### src/rtl/seg_scan_if.sv
// Frame-write port of the seven-segment scan controller.
// The writer drives a whole frame; the block answers with wr_ready.
interface seg_scan_if #(
    parameter int NDIG = 4
);
    logic                  wr_valid;
    logic                  wr_ready;
    logic [4*NDIG-1:0]     wr_data;
    logic [NDIG-1:0]       wr_en;
    logic [NDIG-1:0]       wr_dp;

    modport master (output wr_valid, wr_data, wr_en, wr_dp, input  wr_ready);
    modport slave  (input  wr_valid, wr_data, wr_en, wr_dp, output wr_ready);
endinterface

### src/rtl/seg_scan_ctrl.sv
// Time-multiplexed common-anode seven-segment scanner with a double-buffered
// frame: writes land in a pending buffer and are promoted only at frame boundaries.
module seg_scan_ctrl #(
    parameter int NDIG  = 4,
    parameter int DIV   = 1000,
    parameter int BLANK = 16
) (
    input  logic              clk,
    input  logic              rst,
    seg_scan_if.slave         wr,
    output logic [7:0]        seg_out,
    output logic [NDIG-1:0]   an_out,
    output logic              frame_done
);
    localparam int CW = (DIV  > 1) ? $clog2(DIV)  : 1;
    localparam int IW = (NDIG > 1) ? $clog2(NDIG) : 1;

    typedef struct packed {
        logic [4*NDIG-1:0] data;
        logic [NDIG-1:0]   en;
        logic [NDIG-1:0]   dp;
    } frame_t;

    typedef enum logic {ST_BLANK, ST_SHOW} state_e;

    state_e          state_q, state_d;
    logic [CW-1:0]   cnt_q, cnt_d;
    logic [IW-1:0]   idx_q, idx_d;
    frame_t          act_q, act_d;
    frame_t          pend_q, pend_d;
    logic            pend_valid_q, pend_valid_d;
    logic [7:0]      seg_q, seg_d;
    logic [NDIG-1:0] an_q, an_d;
    logic            fd_q, fd_d;

    logic            slot_wrap, frame_wrap, accept, show;
    logic [3:0]      nib;

    // Active-high abcdefg in bits 7:1; bit 0 is left for the decimal point.
    function automatic logic [7:0] glyph(input logic [3:0] n);
        logic [7:0] g;
        case (n)
            4'h0: g = 8'hFC;  4'h1: g = 8'h60;  4'h2: g = 8'hDA;  4'h3: g = 8'hF2;
            4'h4: g = 8'h66;  4'h5: g = 8'hB6;  4'h6: g = 8'hBE;  4'h7: g = 8'hE0;
            4'h8: g = 8'hFE;  4'h9: g = 8'hF6;  4'hA: g = 8'hEE;  4'hB: g = 8'h3E;
            4'hC: g = 8'h9C;  4'hD: g = 8'h7A;  4'hE: g = 8'h9E;  default: g = 8'h8E;
        endcase
        return g;
    endfunction

    assign wr.wr_ready = !pend_valid_q;
    assign accept      = wr.wr_valid && !pend_valid_q;

    always_comb begin
        slot_wrap    = (cnt_q == CW'(DIV - 1));
        frame_wrap   = slot_wrap && (idx_q == IW'(NDIG - 1));
        cnt_d        = slot_wrap ? '0 : cnt_q + CW'(1);
        idx_d        = idx_q;
        state_d      = state_q;
        act_d        = act_q;
        pend_d       = pend_q;
        pend_valid_d = pend_valid_q;

        if (slot_wrap)
            idx_d = (idx_q == IW'(NDIG - 1)) ? '0 : idx_q + IW'(1);

        case (state_q)
            ST_BLANK: if (cnt_d == CW'(BLANK)) state_d = ST_SHOW;
            ST_SHOW:  if (slot_wrap)           state_d = ST_BLANK;
            default:                           state_d = ST_BLANK;
        endcase

        // Promotion and acceptance are mutually exclusive: both key off pend_valid_q.
        if (frame_wrap && pend_valid_q) begin
            act_d        = pend_q;
            pend_valid_d = 1'b0;
        end
        if (accept) begin
            pend_d.data  = wr.wr_data;
            pend_d.en    = wr.wr_en;
            pend_d.dp    = wr.wr_dp;
            pend_valid_d = 1'b1;
        end

        // Outputs are computed from next state so the registered pins line up with cnt.
        nib   = act_d.data[4*idx_d +: 4];
        show  = (state_d == ST_SHOW) && act_d.en[idx_d];
        seg_d = show ? ~(glyph(nib) | {7'b0, act_d.dp[idx_d]}) : 8'hFF;
        an_d  = show ? ~(NDIG'(1) << idx_d) : '1;
        fd_d  = frame_wrap;
    end

    always_ff @(posedge clk or posedge rst) begin
        if (rst) begin
            state_q      <= ST_BLANK;
            cnt_q        <= '0;
            idx_q        <= '0;
            act_q        <= '0;
            pend_q       <= '0;
            pend_valid_q <= 1'b0;
            seg_q        <= 8'hFF;
            an_q         <= '1;
            fd_q         <= 1'b0;
        end else begin
            state_q      <= state_d;
            cnt_q        <= cnt_d;
            idx_q        <= idx_d;
            act_q        <= act_d;
            pend_q       <= pend_d;
            pend_valid_q <= pend_valid_d;
            seg_q        <= seg_d;
            an_q         <= an_d;
            fd_q         <= fd_d;
        end
    end

    assign seg_out    = seg_q;
    assign an_out     = an_q;
    assign frame_done = fd_q;
endmodule

### src/flat_wrapper.sv
// flat-port wrapper written by rule: the top's interface ports become plain ports
module seg_scan_ctrl_flat 
#(
    parameter int NDIG  = 4,
    parameter int DIV   = 1000,
    parameter int BLANK = 16
)
  (clk, rst, seg_out, an_out, frame_done, wr_wr_valid, wr_wr_data, wr_wr_en, wr_wr_dp, wr_wr_ready);
  seg_scan_if #(.NDIG(NDIG)) wr_i ();
  input  logic clk;
  input  logic rst;
  output logic [7:0] seg_out;
  output logic [NDIG-1:0] an_out;
  output logic frame_done;
  input wire logic [$bits(wr_i.wr_valid)-1:0] wr_wr_valid;
  input wire logic [$bits(wr_i.wr_data)-1:0] wr_wr_data;
  input wire logic [$bits(wr_i.wr_en)-1:0] wr_wr_en;
  input wire logic [$bits(wr_i.wr_dp)-1:0] wr_wr_dp;
  output wire logic [$bits(wr_i.wr_ready)-1:0] wr_wr_ready;
  assign wr_i.wr_valid = wr_wr_valid;
  assign wr_i.wr_data = wr_wr_data;
  assign wr_i.wr_en = wr_wr_en;
  assign wr_i.wr_dp = wr_wr_dp;
  assign wr_wr_ready = wr_i.wr_ready;
  seg_scan_ctrl #(.NDIG(NDIG), .DIV(DIV), .BLANK(BLANK)) u_core (.clk(clk), .rst(rst), .wr(wr_i), .seg_out(seg_out), .an_out(an_out), .frame_done(frame_done));
endmodule
### config.mk
export PLATFORM = sky130hd
export DESIGN_NAME = seg_scan_ctrl_flat
export DESIGN_NICKNAME = d
export VERILOG_FILES = /design/src/rtl/seg_scan_if.sv /design/src/rtl/seg_scan_ctrl.sv /design/src/flat_wrapper.sv
export SDC_FILE = /design/constraint.sdc
export NUM_CORES = 1
export LEC_CHECK = 0
export ABC_CLOCK_PERIOD_IN_PS = 8690
export BUFFER_PORTS_ARGS = -buffer_cell sky130_fd_sc_hd__buf_4
export CORE_UTILIZATION = 35
export CTS_CLUSTER_SIZE = 25
export DETAILED_ROUTE_END_ITERATION = 10
export PLACE_DENSITY = 0.62
export SETUP_SLACK_MARGIN = 0.5
export SLEW_MARGIN = 20
export SYNTH_ARGS = -nofsm -noshare
export SYNTH_HDL_FRONTEND = slang
export SYNTH_SLANG_ARGS = --single-unit
### constraint.sdc
create_clock -name clk -period 8.69 [get_ports clk]
set_input_delay 0 -clock clk [delete_from_list [all_inputs] [get_ports clk]]
set_output_delay 0 -clock clk [all_outputs]
set_load 0.005 [all_outputs]
==> After elaboration in Yosys (flattened, before gate mapping) <==
Memories as Yosys holds them, arrays and structs flattened.
Cells that the tools add are included.
{ "classes": {"eq_ne": 3, "muxes": 15, "reduce_logical": 6, "add_sub_neg": 2, "n_shift": 2, "bitwise_logic": 4, "n_lt_le_gt_ge": 1} }
{ "ops": {"columns": ["op", "n"], "rows": [
  ["$mux 24", 1],
  ["$shiftx 16x5->4", 1],
  ["$add 10x1->10 const B", 1],
  ["$eq 10x10->1 const B", 1],
  ["$eq 10x5->1 const B", 1],
  ["$mux 10", 1],
  ["$mux 8", 1],
  ["$not 8->8", 1],
  ["$or 8x1->8", 1],
  ["$mux 1", 6],
  ["$bmux 1 s2", 2],
  ["$logic_and 1x1->1", 4],
  ["$mux 2", 2],
  ["$mux 4", 1],
  ["$not 4->4", 1],
  ["$shl 1x2->4 const A", 1],
  ["$lt 2x3->1 const B", 1],
  ["$add 2x1->2 const B", 1],
  ["$eq 2x2->1 const B", 1],
  ["$pmux 1 s2", 1],
  ["$reduce_bool 2->1", 1],
  ["$logic_not 1->1", 1],
  ["$not 1->1", 1]
]} }
{ "word_totals": {"mem_bits_ro": 112, "word_cells": 47, "memories": 1, "ff_bits": 75} }
{ "mem_list": {"columns": ["name", "depth", "word_bits", "read_ports", "rd_clocked_by_memory_dff", "write_ports", "line_no", "rtl"], "rows": [
  ["(name not given)", 16, 7, 1, 0, 0, "seg_scan_ctrl.sv:42", "case (n)"]
]} }

==> Depth between registers and ports, before layout <==
Gate-level depths: netlist (run 1).
{ "logic_depth": {"word_depth": 9, "mapped_depth": 13, "depth_no_buf": 10} }

==> Worst setup path after synthesis (run 1) <==
OpenSTA, ideal clock, no wires.
{ "synth_path": {"kind": "register -> register", "start": "reg u_core.cnt_q[0]", "end": "reg u_core.seg_q[4] (netlist: u_core.seg_out[4])", "path_buffers": 2, "required_time_ns": 8.604, "t_arrival_ns": 3.356, "stages_incl_launch_ff": 13, "synth_period_minus_slack_ns": 3.442, "setup_slack_ns": 5.248, "path_cell_list": "dfrtp_1 > ha_1 > nand4_1 > or4_4 > buf_6 > buf_6 > mux2_4 > mux2_2 > mux2i_4 > inv_2 > ha_1 > mux4_2 > nand2b_1"} }
{ "synth_lines": {"columns": ["item", "line_no", "rtl"], "rows": [
  ["start: declaration", "seg_scan_ctrl.sv:27", "logic [CW-1:0] cnt_q, cnt_d;"],
  ["start signal: assignment", "seg_scan_ctrl.sv:106", "cnt_q <= cnt_d;"],
  ["end signal: assignment", "seg_scan_ctrl.sv:111", "seg_q <= seg_d;"],
  ["end: declaration", "seg_scan_ctrl.sv:32", "logic [7:0] seg_q, seg_d;"]
]} }

==> results_dict.tcl, run 1 <==
set metrics [dict create \
    status "complete, no violations" \
    p_leak_nw 1.99 \
    hold_ws_ns 0.403 \
    htreeDepth 3 \
    start_util 0.363 \
    area.growth.synth_to_final_pct 24.5 \
    ant_nets 0 \
    hold_viol 0 \
    synth_area_mm2 0.00354 \
    dieArea_mm2 0.0105 \
    die_height_um 103 \
    placement_rows 36 \
    synth.avg_cell_area_um2 12.4 \
    combPwrFrac 0.058 \
    grt_overflow 0 \
    ys_seq_area_frac 0.534 \
    reg2regPathDepth 10 \
    diodes 0 \
    internal_power_mw 0.518 \
    synth_cell_types 57 \
    clk_latency_ns 0.34 \
    clock_path_buffers 2 \
    p_per_area_mw_per_mm2 151 \
    route.detailed.drc 0 \
    vias 2407 \
    hold_buffers 26 \
    power_frac_clock 0.389 \
    reg2reg_to "u_core.seg_out[4]" \
    async_flop_share 1.00 \
    worst-path-buf-inv 1 \
    cap_violations 0 \
    numCtsBuffers 9 \
    grt_max_degree 76 \
    postSynthCellCount 285 \
    r2r-start "u_core.cnt_q[0]" \
    clk_pin_slew_ns 0.08 \
    drt_iter0_markers 76 \
    hold_start "wr_wr_data[10]" \
    fmax_mhz 270 \
    cts_setup_buffers 0 \
    p_sw_mw 0.149 \
    cp-end-kind "register" \
    antenna_found_initial 0 \
    arrival_ns 3.98 \
    crit_top_cell "ha_1" \
    fin_skew_ns 0.00702 \
    switching_share 0.223 \
    vias_per_cell 4.91 \
    start_kind "register" \
    worst_ep_required_time_ns 8.97 \
    dp_hpwl_mm 4.60 \
    worstHoldEndpoint "u_core.pend_q[18]" \
    final_cell_mix "63 x dfrtp_1, 42 x buf_4, 37 x mux2_2" \
    avgRoutedWirePerCell_um 13.8 \
    drt_wl_total_mm 6.75 \
    slew_headroom 0.383 \
    period_share 0.426 \
    cts_resized 0 \
    nets 387 \
    worst_pin_slew_ns 0.925 \
    synth_seq_cells 75 \
    die_x_um 103 \
    finalSetupViolCount 0 \
    num_io_pins 41 \
    synth_ff_type "dfrtp_1" \
    r2r_slack_ns 4.98 \
    rsz0062_at_grt "false" \
    fin_crit_ns 3.71 \
    worstHoldPathCells 4 \
    cts_tree "done" \
    worst_hold_path_type "in -> reg" \
    mostFrequentLayoutCell "dfrtp_1" \
    maxSlewViolCount 0 \
    max-vdd-ir-drop_uv 74.9 \
    path_class "reg -> reg" \
    clkSinkCount 75 \
    cp_slowest_cell "or4_4" \
    dr.pass1.iters 4 \
    grt_pass1_vias 2341 \
    crit_fanout 28 \
    synth_edf_count 0 \
    synthesis.nets 320 \
    path_cells "ha_1 -> nand4_1 -> or4_4 -> mux2_2 -> mux2_1 -> mux2i_4 -> inv_2 -> ha_1 -> mux4_2 -> nand2b_1" \
    core-area_mm2 0.00977 \
    place_congestion 0.816 \
    yosys_warnings 0 \
    seq_power_share 0.553 \
    utilization 0.451 \
    path_delay_family "multiplexers" \
    grt_pass1_wl_mm 11.4 \
    drive_gt1_frac 0.359 \
    io_buffer_count 40 \
    cts_root_buf "clkbuf_8" \
    max_stage_delay_ns 0.76 \
    grtUsageTotal 0.142 \
    tns_ns 0 \
]
cell usage after synthesis (all sizes together) (3+ instances only):
master   n  area (µm²)
nand2b   6        37.5
o211ai   3        22.5
nor3     4        20.0
o221ai   8        76.3
buf      7        53.8
ha       8         100
nand3    6        30.0
mux2i    6        85.1
clkbuf   5        18.8
nor2    12        61.3
dfstp   12         315
inv     15        56.3
dfrtp   63        1580
a21oi    5        25.0
o21ai   13        65.1
nand2   21        78.8
o41ai    4        35.0
xnor2    4        35.0
mux2    44         510
area by class of cell:
class / instances / area, µm²
well taps: 133 / 166
inverters: 15 / 56.3
repair buffers: 68 / 576
flip-flops and latches: 75 / 1890
fillers: 916 / 5360
clock inverters: 5 / 55.1
multi-input cells: 183 / 1540
clock buffers: 11 / 131
stage by stage:
step	power, mW	area, µm²	instances	setup slack, ns
after floorplan	0.390	3540	285	5.25
after global placement	0.405	3960	448	5.11
after detailed placement	0.407	3960	448	5.01
after CTS	0.678	4410	490	5.00
after global routing	0.700	4410	490	4.77
final	0.667	4410	490	4.98
power by group through the flow:
stage	logic (mW)	clock network, mW	registers, mW
after global placement	0.0293	0	0.375
final	0.0388	0.259	0.369
after global routing	0.0437	0.286	0.371
after detailed placement	0.0305	0	0.376
after CTS	0.0397	0.269	0.369
after floorplan	0.0172	0	0.373
how the worst max path moves through the flow:
stage	cells past startpoint	slack (ns)	startpoint	end
detailed placement	10	5.01	u_core.cnt_q[0]	u_core.seg_out[4]
global route	10	4.77	u_core.cnt_q[0]	u_core.seg_out[4]
finish	10	4.98	u_core.cnt_q[0]	u_core.seg_out[4]
CTS	10	5.00	u_core.cnt_q[0]	u_core.seg_out[4]
floorplan	12	5.25	u_core.cnt_q[0]	u_core.seg_out[4]
global placement	10	5.11	u_core.cnt_q[0]	u_core.seg_out[4]
routing by layer:
metal	track usage	part of all wire
met5	0	0
met1	0.195	0.49
met4	0.0692	0.022
met3	0.0414	0.040
met2	0.206	0.44
worst reg2reg max path: cells and delay by family, from the launching register on:
kind          cells  cell delay [ns]
buf+inv           1             0.08
fa+ha+maj         2             0.53
mux               4             1.41
flops             1             0.41
simple gates      3             1.21
state kept, by name, indices dropped and copies added, names as in the netlist:
name	cells
u_core.frame_done	1
u_core.idx_q	2
u_core.seg_out	8
u_core.pend_q	24
u_core.an_out	4
u_core.pend_valid_q	1
u_core.state_q	1
u_core.act_q	24
u_core.cnt_q	10
cells by family after synthesis:
family          Yosys count  share of synthesized area
fa+ha+maj                 8                     0.0282
compound gates           50                      0.107
flops                    75                      0.534
xor+xnor                  6                     0.0148
buf+inv                  27                     0.0364
mux                      51                      0.174
simple gates             68                      0.106
(Power assumes the default switching activity.)
==> run 2: changes to the inputs <==
ABC_CLOCK_PERIOD_IN_PS = 3100   (was 8690)
PLACE_DENSITY = 0.64   (was 0.62)
clock period = 3.1 ns   (was 8.69 ns; I/O delays follow)
==> run 2 against run 1 <==
Effect of this change:
- critical path depth stayed put
- first-iteration DRC count is 21% higher
- worst setup slack got worse by 4.9 ns
- final area grew 11%
- sequential share of layout area fell by 4.4 points
- largest power group unchanged
- core utilization increased by 5.2 points
- register-to-register slack lost 4.9 ns
- wire length is 19% higher
- sequential cell count stayed put
- combinational power rose to 2.9 times the previous value
- maximum frequency is 22% higher
- non-clock buffer count is 42 higher
==> results_dict.tcl, run 2 (synthesis gave the netlist of run 1 again) <==
set metrics [dict create \
    status "complete, no violations" \
    die_x_um 103 \
    cp-end-kind "register" \
    drive_gt1_frac 0.464 \
    area.growth.synth_to_final_pct 38.8 \
    numCtsBuffers 9 \
    die_height_um 103 \
    grt_max_degree 43 \
    cts_tree "done" \
    vias 2619 \
    reg2regPathDepth 10 \
    r2r-start "u_core.cnt_q[0]" \
    place_congestion 0.826 \
    max-vdd-ir-drop_uv 228 \
    io_buffer_count 40 \
    fin_skew_ns 0.00829 \
    drt_wl_total_mm 8.04 \
    design_power_total_mw 2.02 \
    crit_fanout 6 \
    rsz0062_at_grt "true" \
    dieArea_mm2 0.0105 \
    reg_top3 "u_core.act_q x24, u_core.pend_q x24, u_core.cnt_q x10" \
    regArea_mm2 0.00189 \
    path_class "reg -> reg" \
    final.setup.worst_slack_ns 0.0650 \
    p_per_area_mw_per_mm2 412 \
    nets 430 \
    r2r_slack_ns 0.07 \
    multiInputGateArea_mm2 0.00168 \
    drt_iter0_markers 92 \
    reg2reg_to "u_core.seg_out[4]" \
    worst_hold_path_type "in -> async" \
    worst_ep_required_time_ns 3.38 \
    dr.pass1.iters 5 \
    num_io_pins 41 \
    finalSetupViolCount 0 \
    arrival_ns 3.32 \
    final_cell_mix "82 x buf_4, 63 x dfrtp_1, 33 x mux2_2" \
    grt_pass1_vias 2774 \
    dp_hpwl_mm 5.50 \
    cap_violations 0 \
    placement_rows 36 \
    dp_slack_ns 0.00583 \
    cts_root_buf "clkbuf_8" \
    clk_pin_slew_ns 0.08 \
    grtUsageTotal 0.168 \
    p_leak_nw 2.23 \
    avgRoutedWirePerCell_um 15.1 \
    hold_viol 0 \
    slew_headroom 0.414 \
    fmax_mhz 329 \
    dp.cells 479 \
    start_kind "register" \
    ant_nets 0 \
    diodes 0 \
    route.detailed.drc 0 \
    grt_overflow 0 \
    utilization 0.503 \
    clkSinkCount 75 \
    fin_crit_ns 3.03 \
    maxSlewViolCount 0 \
    period_share 0.979 \
    grt_pass1_wl_mm 13.3 \
    fillCellCount 856 \
    clock_path_buffers 2 \
    core-area_mm2 0.00977 \
    vias_per_cell 4.92 \
    mostFrequentLayoutCell "buf_4" \
    clk_latency_ns 0.34 \
    worst_pin_slew_ns 0.878 \
    instances_no_fill 532 \
    antenna_found_initial 0 \
    htreeDepth 3 \
    start_util 0.363 \
]
[run 2: worst max path at each step]
stage / to / slack, ns / cells after the start / from
5_1_grt: u_core.seg_out[4] / -0.04 / 10 / u_core.cnt_q[0]
2_1_floorplan: u_core.seg_out[4] / -0.22 / 13 / u_core.cnt_q[3]
3_3_place_gp: u_core.seg_out[4] / 0.05 / 10 / u_core.cnt_q[1]
6_report: u_core.seg_out[4] / 0.07 / 10 / u_core.cnt_q[0]
4_1_cts: u_core.seg_out[4] / 0.12 / 9 / u_core.cnt_q[4]
3_5_place_dp: u_core.seg_out[4] / 0.006 / 10 / u_core.cnt_q[1]
[run 2: what timing repair did]
item | 4_1_cts | 5_1_grt
pin swaps | 6 | 2
resized for setup | 14 | 7
gates cloned | 1 | 0
endpoints found under the setup margin | 7 | 12
hold endpoints to repair | 64 | 0
buffers inserted | 8 | 3
hold buffers | 26 | 0
[run 2: cell type report]
cell class / count / area share
Inverter: 15 / 0.0114
Timing Repair Buffer: 110 / 0.183
Sequential cell: 75 / 0.385
Clock buffer: 9 / 0.0252
Tap cell: 133 / 0.0338
Multi-Input combinational cell: 184 / 0.341
Clock inverter: 6 / 0.0214
[run 2: where the power goes]
group,internal [mW],switching (mW)
combinational,0.0683,0.0424
sequential,1.02,0.0185
clock,0.526,0.354
total,1.61,0.414
[run 2: critical path, stage by stage (launching register included)]
cell,delay [ns]
dfrtp_1,0.39
ha_4,0.15
nand4_1,0.19
or4_4,0.56
mux2_4,0.33
mux2_4,0.27
mux2i_4,0.21
inv_2,0.11
ha_4,0.17
mux4_2,0.45
nand2b_4,0.15
[run 2: per-stage QoR]
stage          setup TNS [ns]  hold WS, ns  cell area, µm²
5_1_grt               -0.0445        0.422            4920
6_report                    0        0.394            4920
3_3_place_gp                0        0.217            4240
3_5_place_dp                0        0.217            4240
4_1_cts                     0        0.389            4860
2_1_floorplan          -0.224        0.117            3590
[run 2: metal layers]
metal  wire (µm)  global-route usage  vias up
met5           0                   0        -
met4         127              0.0615        0
met3         267              0.0380       12
met2        3910               0.275       52
met1        3740               0.218     1305
li1            -                   -     1250
==> run 3: changes to the inputs <==
ABC_CLOCK_PERIOD_IN_PS = 2550   (was 3100)
clock period = 2.55 ns   (was 3.1 ns; I/O delays follow)
==> run 3 against run 2 <==
Effect of this change:
- largest cell class unchanged
- clock power increased by 15%
- critical path type unchanged
- maximum frequency shrank 1.1%
- the flow now finishes with violations (negative setup slack)
- global-route usage increased by 0.48 points
- critical endpoint is now u_core.seg_out[7]
- first-iteration DRC count increased by 43%
- combinational power grew 24%
- core utilization is 2.8 points higher
- total power grew 19%
- sequential share of layout area fell by 2.1 points
==> results_dict.tcl, run 3 (synthesis gave the netlist of run 1 again) <==
set metrics [dict create \
    status "complete, but fails checks" \
    violations "negative setup slack" \
    avgRoutedWirePerCell_um 14.9 \
    hold_ws_ns 0.301 \
    area.growth.synth_to_final_pct 46.6 \
    path_class "reg -> reg" \
    die_height_um 103 \
    clock_path_buffers 2 \
    design_area_mm2 0.00520 \
    final.setup.worst_slack_ns -0.519 \
    drive_gt1_frac 0.509 \
    reg_top3 "u_core.act_q x24, u_core.pend_q x24, u_core.cnt_q x10" \
    dr.pass1.iters 4 \
    grt_pass1_vias 2836 \
    mostFrequentLayoutCell "buf_4" \
    clk_pin_slew_ns 0.08 \
    arrival_ns 3.31 \
    start_kind "register" \
    dieArea_mm2 0.0105 \
    crit_fanout 5 \
    hold_viol 0 \
    grt_max_degree 46 \
    rsz0062_at_grt "true" \
    max-vdd-ir-drop_uv 423 \
    dp_hpwl_mm 5.66 \
    io_buffer_count 40 \
    cts_root_buf "clkbuf_8" \
    final_cell_mix "98 x buf_4, 63 x dfrtp_1, 33 x mux2_2" \
    slew_headroom 0.553 \
    clkSinkCount 75 \
    vias_per_cell 4.92 \
    antenna_found_initial 0 \
    drt_wl_total_mm 8.28 \
    busiest_layer "met2" \
    grtUsageMet1 0.228 \
    nets 453 \
    start_util 0.363 \
    worst_pin_slew_ns 0.670 \
    p_per_area_mw_per_mm2 463 \
    cp-end-kind "register" \
    grt_overflow 0 \
    fillCellCount 877 \
    die_x_um 103 \
    diodes 0 \
    grtUsageTotal 0.173 \
    period_share 1.20 \
    instances_no_fill 555 \
    finalSetupViolCount 12 \
    cts_tree "done" \
    worst_ep_required_time_ns 2.79 \
    utilization 0.532 \
    p_leak_nw 2.38 \
    fmax_mhz 326 \
    htreeDepth 3 \
    worst_hold_path_type "in -> async" \
    clk_latency_ns 0.35 \
    dp.cells 496 \
    numCtsBuffers 9 \
    core-area_mm2 0.00977 \
    place_congestion 0.870 \
    grt_pass1_wl_mm 13.7 \
    placement_rows 36 \
    num_io_pins 41 \
    use_met2 0.273 \
    grtUsageMet3 0.0373 \
    cap_violations 0 \
    fin_skew_ns 0.0107 \
    dpl_cell_area_mm2 0.00439 \
    fin_crit_ns 3.07 \
    maxSlewViolCount 0 \
    vias 2729 \
    ant_nets 0 \
    route.detailed.drc 0 \
    drt_iter0_markers 132 \
]
run 3: cell types whose count changed in the layout (fill, tap and decap cells not counted), moves of 3 or more:
| cell | previous run | this run |
|---|---|---|
| nand3_2 | 0 | 3 |
| nand3_1 | 6 | 3 |
| buf_4 | 82 | 98 |
| buf_12 | 0 | 4 |
run 3: worst max-delay path: stages, from the launching register on:
cell and delay (ns):
dfrtp_1 0.40, ha_4 0.15, nand4_1 0.12, buf_4 0.17, or4_4 0.52, mux2_2 0.30, mux2_2 0.29, mux2i_4 0.19
buf_4 0.14, buf_4 0.11, ha_4 0.12, buf_4 0.11, nor3b_1 0.05, o31ai_1 0.29
run 3: per-stage QoR:
step           power, mW  setup slack (ns)  TNS [ns]
2_1_floorplan       1.33            -0.774     -3.37
3_3_place_gp        1.39            -0.502     -3.52
3_5_place_dp        1.39            -0.570     -4.46
4_1_cts             2.43            -0.502     -3.16
5_1_grt             2.51            -0.640     -6.21
6_report            2.41            -0.519     -4.89
run 3: path summary, 6_finish.rpt:
| path | start | slack [ns] | cells past startpoint | to |
|---|---|---|---|---|
| hold / removal | rst | 0.30 | 3 | u_core.cnt_q[1] |
| hold reg to reg | u_core.act_q[0] | 0.48 | 2 | u_core.act_q[0] |
| setup / recovery | u_core.cnt_q[1] | -0.52 | 13 | u_core.seg_out[7] |
| max in group asynchronous | rst | 1.52 | 4 | u_core.an_out[2] |
| setup reg to reg | u_core.cnt_q[1] | -0.52 | 13 | u_core.seg_out[7] |
| min in group clk | wr_wr_data[14] | 0.41 | 4 | u_core.pend_q[22] |
run 3: layer usage:
metal | part of all wire | up-vias
met5 | 0 | -
met4 | 0.023 | 0
met3 | 0.041 | 21
met2 | 0.47 | 68
met1 | 0.46 | 1344
li1 | - | 1296
run 3: final cells by class:
| class | count | area [µm²] | area share |
|---|---|---|---|
| flip-flops and latches | 75 | 1890 | 0.364 |
| multi-input cells | 184 | 1720 | 0.331 |
| clock inverters | 6 | 90.1 | 0.0173 |
| well taps | 133 | 166 | 0.0320 |
| clock buffers | 9 | 124 | 0.0238 |
| repair buffers | 133 | 1150 | 0.221 |
| inverters | 15 | 56.3 | 0.0108 |
run 3: what timing repair did:
action,in CTS,in global routing
hold buffers,26,0
gates resized for setup,21,17
endpoints found under the setup margin,13,19
pin swaps,6,5
setup buffers,12,4
cloned,1,1
endpoints found under the hold margin,54,0
run 3: where the power goes:
part | leakage [nW] | internal (mW) | switching [mW]
logic | 1.33 | 0.0843 | 0.0542
registers | 0.941 | 1.23 | 0.0258
clock network | 0.106 | 0.549 | 0.460
total | 2.38 | 1.87 | 0.540
